### config.mk
export PLATFORM = sky130hd
export DESIGN_NAME = mult_sequencer
export DESIGN_NICKNAME = d
export VERILOG_FILES = /design/src/rtl/mult_sequencer.sv
export SDC_FILE = /design/constraint.sdc
export NUM_CORES = 1
export LEC_CHECK = 0
export ABC_AREA = 1
export CAP_MARGIN = 40
export CORE_UTILIZATION = 47
export DETAILED_ROUTE_END_ITERATION = 12
export PLACE_DENSITY = 0.94
export SETUP_SLACK_MARGIN = 0.1
export SYNTH_ARGS = -nofsm -noshare
export SYNTH_HDL_FRONTEND = slang
export SYNTH_SLANG_ARGS = --single-unit
### constraint.sdc
create_clock -name clk -period 2.36 [get_ports clk]
set_input_delay 0.59 -clock clk [delete_from_list [all_inputs] [get_ports clk]]
set_output_delay 0.59 -clock clk [all_outputs]
set_load 0.01 [all_outputs]
### src/rtl/mult_sequencer.sv
// mult_sequencer: multi-cycle MULT/MULTU controller. It forms a 64-bit
// product in hi/lo by shift-add iteration. The shared 32-bit ALU does all
// of the arithmetic: operand negation, the add in each step, and the
// final sign fix-up of the product.
module mult_sequencer #(
    parameter int ITERS = 32
) (
    input  logic        clk,
    input  logic        rst,
    input  logic        start,
    input  logic        signed_op,
    input  logic [31:0] op_a,
    input  logic [31:0] op_b,
    output logic        busy,
    output logic        done,
    output logic [31:0] hi,
    output logic [31:0] lo,
    output logic [31:0] alu_a,
    output logic [31:0] alu_b,
    output logic [5:0]  alu_op,
    output logic [4:0]  alu_shamt,
    input  logic [31:0] alu_result,
    input  logic        alu_carry
);

    localparam logic [5:0] OP_IDLE = 6'd0;
    localparam logic [5:0] OP_ADD  = 6'd32;
    localparam logic [5:0] OP_SUB  = 6'd34;
    localparam logic [5:0] OP_NOR  = 6'd39;
    localparam logic [5:0] LAST    = 6'(ITERS - 1);

    typedef enum logic [2:0] {
        S_IDLE,
        S_NEG_A,
        S_NEG_B,
        S_ITER,
        S_FIX_LO,
        S_FIX_HI,
        S_DONE
    } state_t;

    state_t      state, state_nx;
    logic [31:0] mcand;     // multiplicand magnitude
    logic [5:0]  cnt;       // completed shift-add steps
    logic        neg;       // final product must be negated
    logic        sgn;       // MULT in flight; negation and fix-up steps apply
    logic        lo_nz;     // pre-negation lo was nonzero; selects the hi fix-up

    // State register
    // NOTE: sequential state uses non-blocking (<=) so that every register
    // samples values from before the edge, whatever the order of the blocks.
    always_ff @(posedge clk) begin
        if (rst) state <= S_IDLE;
        else     state <= state_nx;
    end

    // Next-state decode and combinational ALU drive
    // NOTE: every output of this block gets a default first. A path that
    // misses an assignment would otherwise infer a latch.
    always_comb begin
        state_nx  = state;
        alu_a     = 32'd0;
        alu_b     = 32'd0;
        alu_op    = OP_IDLE;
        alu_shamt = 5'd0;
        busy      = (state != S_IDLE);
        done      = 1'b0;
        case (state)
            S_IDLE: begin
                if (start) state_nx = signed_op ? S_NEG_A : S_ITER;
            end
            S_NEG_A: begin
                alu_b    = mcand;
                alu_op   = OP_SUB;
                state_nx = S_NEG_B;
            end
            S_NEG_B: begin
                alu_b    = lo;
                alu_op   = OP_SUB;
                state_nx = S_ITER;
            end
            S_ITER: begin
                alu_a  = hi;
                alu_b  = lo[0] ? mcand : 32'd0;
                alu_op = OP_ADD;
                if (cnt == LAST) state_nx = sgn ? S_FIX_LO : S_DONE;
            end
            S_FIX_LO: begin
                alu_b    = lo;
                alu_op   = OP_SUB;
                state_nx = S_FIX_HI;
            end
            S_FIX_HI: begin
                if (neg) begin
                    if (lo_nz) begin
                        alu_a  = hi;
                        alu_op = OP_NOR;
                    end else begin
                        alu_b  = hi;
                        alu_op = OP_SUB;
                    end
                end
                state_nx = S_DONE;
            end
            S_DONE: begin
                done     = 1'b1;
                state_nx = S_IDLE;
            end
            default: state_nx = S_IDLE;
        endcase
    end

    // Datapath: operand capture, ALU result capture, shift-add step
    // NOTE: the datapath registers are cleared by the same synchronous reset
    // as the FSM. An aborted operation therefore leaves no stale product
    // on hi/lo.
    always_ff @(posedge clk) begin
        if (rst) begin
            mcand <= 32'd0;
            hi    <= 32'd0;
            lo    <= 32'd0;
            cnt   <= 6'd0;
            neg   <= 1'b0;
            sgn   <= 1'b0;
            lo_nz <= 1'b0;
        end else begin
            case (state)
                S_IDLE: begin
                    if (start) begin
                        mcand <= op_a;
                        lo    <= op_b;
                        hi    <= 32'd0;
                        cnt   <= 6'd0;
                        neg   <= signed_op & (op_a[31] ^ op_b[31]);
                        sgn   <= signed_op;
                        lo_nz <= 1'b0;
                    end
                end
                S_NEG_A: if (mcand[31]) mcand <= alu_result;
                S_NEG_B: if (lo[31])    lo    <= alu_result;
                S_ITER: begin
                    hi  <= {alu_carry, alu_result[31:1]};
                    lo  <= {alu_result[0], lo[31:1]};
                    cnt <= cnt + 6'd1;
                end
                S_FIX_LO: begin
                    if (neg) lo <= alu_result;
                    lo_nz <= (lo != 32'd0);
                end
                S_FIX_HI: if (neg) hi <= alu_result;
                default: ;
            endcase
        end
    end

endmodule

=== Word level (Yosys, flattened, before mapping) ===
Index checks and enable logic that the tools add are counted.

* Memory bits (writable): 0
* Memories kept: 0
* Register bits after elaboration: 108
* Bits in read-only memories: 0
* Bits in latches: 0

* Add/sub/neg operators: 1
* Shift operators: 0
* Muxes and demuxes: 29
* Multiply operators: 0
* Eq/ne operators: 13
* Divide/modulo/power cells: 0
* Bitwise logic cells: 2
* Reductions and logical operators: 19
* $lt $le $gt $ge: 0

{| class="wikitable"
|+ Operators by type and width
! cell !! number
|-
| 32-bit 2-to-1 mux || 11
|-
| 32-bit one-hot mux with 4 select lines || 2
|-
| 32-bit one-hot mux with 2 select lines || 2
|-
| 32-bit one-hot mux with 3 select lines || 1
|-
| 32-bit nonzero test || 1
|-
| 3-bit one-hot mux with 6 select lines || 1
|-
| 6-bit one-hot mux with 3 select lines || 1
|-
| 6-bit 2-to-1 mux || 2
|-
| 2-bit != test (second input constant) || 6
|-
| 6-bit one-hot mux with 2 select lines || 1
|-
| 2-bit AND reduction || 5
|-
| 3-bit == test (second input constant) || 3
|-
| 3-bit 2-to-1 mux || 3
|-
| 3-bit AND reduction || 3
|-
| 6-bit by 1-bit adder with 6-bit output (second input constant) || 1
|-
| 3-bit by 2-bit == test with 1-bit output (second input constant) || 2
|-
| 6-bit by 5-bit == test with 1-bit output (second input constant) || 1
|-
| 2-bit nonzero test || 3
|-
| 3-bit nonzero test || 2
|-
| 2-bit 2-to-1 mux || 2
|-
| 4-bit AND reduction || 1
|-
| 4-bit nonzero test || 1
|-
| 3-bit by 1-bit == test with 1-bit output (second input constant) || 1
|-
| 3-bit zero test || 1
|-
| other kinds (6) || 7
|}

=== Longest topological paths before layout ===
* Depth after elaboration: 3
* Mapped depth: 11
* Depth with buffers taken out: 9

=== Worst setup path before layout ===
OpenSTA, ideal clock, no wires.

* Path type: register to output
* Start: reg state[0]
* End: out alu_a[0]
* Cell stages (with the launch flop): 9
* Path slack: 326 ps
* Arrival: 1444 ps
* Path through: dfxtp_1 > buf_4 > inv_2 > nor2_1 > nand2_1 > nor2_1 > nor2_1 > buf_2 > nor2_1

* Longest elaborated chain between the ends: 2

{| class="wikitable"
|+ Ends and longest elaborated chain
! item !! RTL line !! source
|-
| start: declaration || 42 || <nowiki>state_t state, state_nx;</nowiki>
|-
| start signal: assignment || 54 || <nowiki>else state <= state_nx;</nowiki>
|-
| 3-bit == test / 3-bit by 2-bit == test with 1-bit output (equally long branches) || 68 || <nowiki>case (state)</nowiki>
|-
| 32-bit one-hot mux with 2 select lines (*) || 68 ||
|-
| end: declaration || 18 || <nowiki>output logic [31:0] alu_a,</nowiki>
|}

Every way passes the cells marked *; elsewhere a longest branch is shown, timed or not.

=== Final worst setup path ===
* Start: reg state[0]
* End: out alu_b[10]

* Longest elaborated chain between the ends: 3

{| class="wikitable"
|+ Ends and longest elaborated chain
! item !! RTL line !! source
|-
| 3-bit == test / 3-bit by 2-bit == test with 1-bit output (equally long branches) || 68 ||
|-
| 2-bit OR reduction (no line) || -- ||
|-
| 32-bit one-hot mux with 4 select lines (*) || 68 ||
|-
| end: declaration || 19 || <nowiki>output logic [31:0] alu_b,</nowiki>
|}

Marked as above.

==> impl_results.md <==
* Status: finished clean
* Synth unique cells at 29
* Setup repair after global routing missed its margin: true
* Final Hold Viols at 0
* Commonest cells in the netlist: nand2_1, nor2_1, inv_1, dfxtp_1, nand3_1
* Final period utilization at 1.00
* Largest net degree at the start of global routing at 72
* Switching share of power at 0.495
* Dpl hpwl at 20.6 mm
* Initial Utilization at 0.483
* Clk network pwr share at 0.119
* Vias in the first global route at 8669
* Sw Pwr at 6.29 mW
* Placed cell count at 1699
* Die Wd at 127 µm
* Vias per cell at 5.56
* Core box area at 15300 µm²
* P_int at 6.43 mW
* Yosys warning count at 0
* Area of the mapped netlist at 7370 µm²
* Initial antenna violation count at 0
* Layout fillers at 1294
* Avg WL per Cell at 17.6 µm
* Hold Path Class: reg -> reg
* Max_cap viols at 0
* Gate Count Post-Synth at 1295
* Nets at 1625
* I/O Buffers at 234
* H-tree Lvls at 3
* Syn avg cell area at 5.69 µm²
* Async SR Flop Fraction at 0
* Antenna Cells at 0
* Final min period at 2.36 ns
* Die height at 127 µm
* CTS tree: built
* Final Setup Violations at 0
* Wire length on met3 at 3.53 mm
* Ranking of synthesized cells by area: dfxtp_1, nand2_1, nor2_1, inv_1, nand3_1
* Sequential share of the synthesized area at 0.294
* Via Count at 9666
* Met2 wire len at 13.8 mm
* Setup TNS at 0 ns
* Critical path endpoint category: output port
* EDFF count, synth at 0
* Area growth syn-to-layout at 46.1%
* Ports at 242
* Clk Latency, worst-skew pair at 0.36 ns
* CTS buffer count at 9
* First-pass GRT wire length at 46.5 mm
* P_leak at 4.90 nW
* Worst Clk Skew at 0.0101 ns
* GP Congestion at 0.966
* Drt total wl at 30.7 mm
* Flop pwr share at 0.248
* Synthesis-stage register bit count at 108
* Worst Setup Start Kind: flip-flop
* Clock buffer depth at 2
* Die area at 16200 µm²
* Post-layout power at 12.7 mW
* Fin cells at 1739
* Combinational fraction of design power at 0.634
* Share of layout cells above drive strength 1 at 0.154
* CP max FO at 5
* Count leader, synth: nand2_1
* Area share of the largest cell type after synthesis at 0.294
* GRT Residual Overflow at 0
* Root buf cell: clkbuf_16
* Max layer used: met4
* Clk slew on worst S/H paths at 0.07 ns
* Synth area leader: dfxtp_1
* Final Max Tran Viols at 0
* Max VDD drop at 801 µV
* M1 wire length at 12.1 mm
* DRC at 0
* DR iter-0 viols at 1125
* Sink Count at 108
* Final ANT Viol Nets at 0
* Placed instance area at 10000 µm²
* Row count at 45
* Length of the first detailed-routing pass in iterations at 6
* Data required, critical path at 1.77 ns
* GR Util All Layers at 0.367
* Pwr/cell area at 1180 nW/µm²
* Finished Core Util at 0.705
* Primary FF master, synth: dfxtp_1
* CP Class: reg -> out
* Fmax at 424 MHz
* Final Cell Area at 10800 µm²
* CP arrival at 1.77 ns
## power groups by stage
stage | Sequential (mW) | Clock (mW) | Combinational, mW
final | 3.15 | 1.51 | 8.06
after global routing | 3.21 | 1.59 | 8.69
after CTS | 3.09 | 1.51 | 7.58
after detailed placement | 3.10 | 0 | 7.19
after global placement | 3.10 | 0 | 7.08
after floorplan | 3.10 | 0 | 4.12
## metal layers
| metal | vias to the layer above | global-route usage |
|---|---|---|
| li1 | 4531 | - |
| met1 | 4371 | 0.481 |
| met2 | 663 | 0.583 |
| met3 | 101 | 0.0754 |
| met4 | 0 | 0.166 |
| met5 | - | 0 |
## cells by family after synthesis
family,count (synthesis),share of synthesized area
other,1,0.000509
DFF,108,0.294
adders and majority gates,1,0.00170
and+or+nand+nor,811,0.460
buffers and inverters,245,0.139
xor gates and xnor gates,1,0.00119
AOI/OAI and AO/OA,128,0.104
## critical path, cell delays in order, from the launching register on
cell and delay, ns:
dfxtp_2 0.35, inv_2 0.06, nor2_4 0.11, nand2_4 0.09
nor3_4 0.20, buf_6 0.16, buf_6 0.14, nand2_2 0.07
o221ai_2 0.06, buf_2 0.16
## registers in the layout, indices dropped and copies added, names as in the netlist
signal	cells
neg	1
mcand	32
sgn	1
cnt	6
lo	32
lo_nz	1
state	3
hi	32
## per-stage QoR
stage          hold slack [ns]  worst slack [ns]
6_report                 0.477           0.00114
5_1_grt                  0.511           -0.0642
2_1_floorplan            0.445             0.326
3_3_place_gp             0.456           -0.0151
3_5_place_dp             0.464           -0.0911
4_1_cts                  0.473          -0.00426
## area by class of cell
cell class / count / area [µm²] / share of cell area
multi-input cells: 948 / 4590 / 0.427
repair buffers: 308 / 2890 / 0.269
flip-flops and latches: 108 / 2170 / 0.202
inverters: 148 / 556 / 0.0516
well taps: 211 / 264 / 0.0245
clock buffers: 11 / 243 / 0.0226
clock inverters: 5 / 42.5 / 0.00395
## placed cells by master, fill, tap and decap left out, drive strengths merged, types with 29 or more instances in the layout
cell and count:
nand2 419, clkdlybuf4s50 164, o221ai 32, nor2 219
a21oi 44, o21ai 50, inv 150, nand3 102
buf 122, dfxtp 108, nand4 39, and3 29
## timing repair
item                                    in CTS  in global routing
resized for setup                          309                 58
hold buffers                                 0                  0
cloned                                       5                  2
endpoints found under the setup margin      70                 67
setup buffers                               12                  5
pin swaps                                    7                  7
## final timing paths
check            from   endpoint  slack [ns]  cells after the start
max          state[0]  alu_b[10]       0.001                      9
min               sgn        sgn        0.48                      2
max reg2reg  state[1]     hi[14]        0.26                     11
min reg2reg       sgn        sgn        0.48                      2
Note: power is estimated with default switching activity, not from simulation.
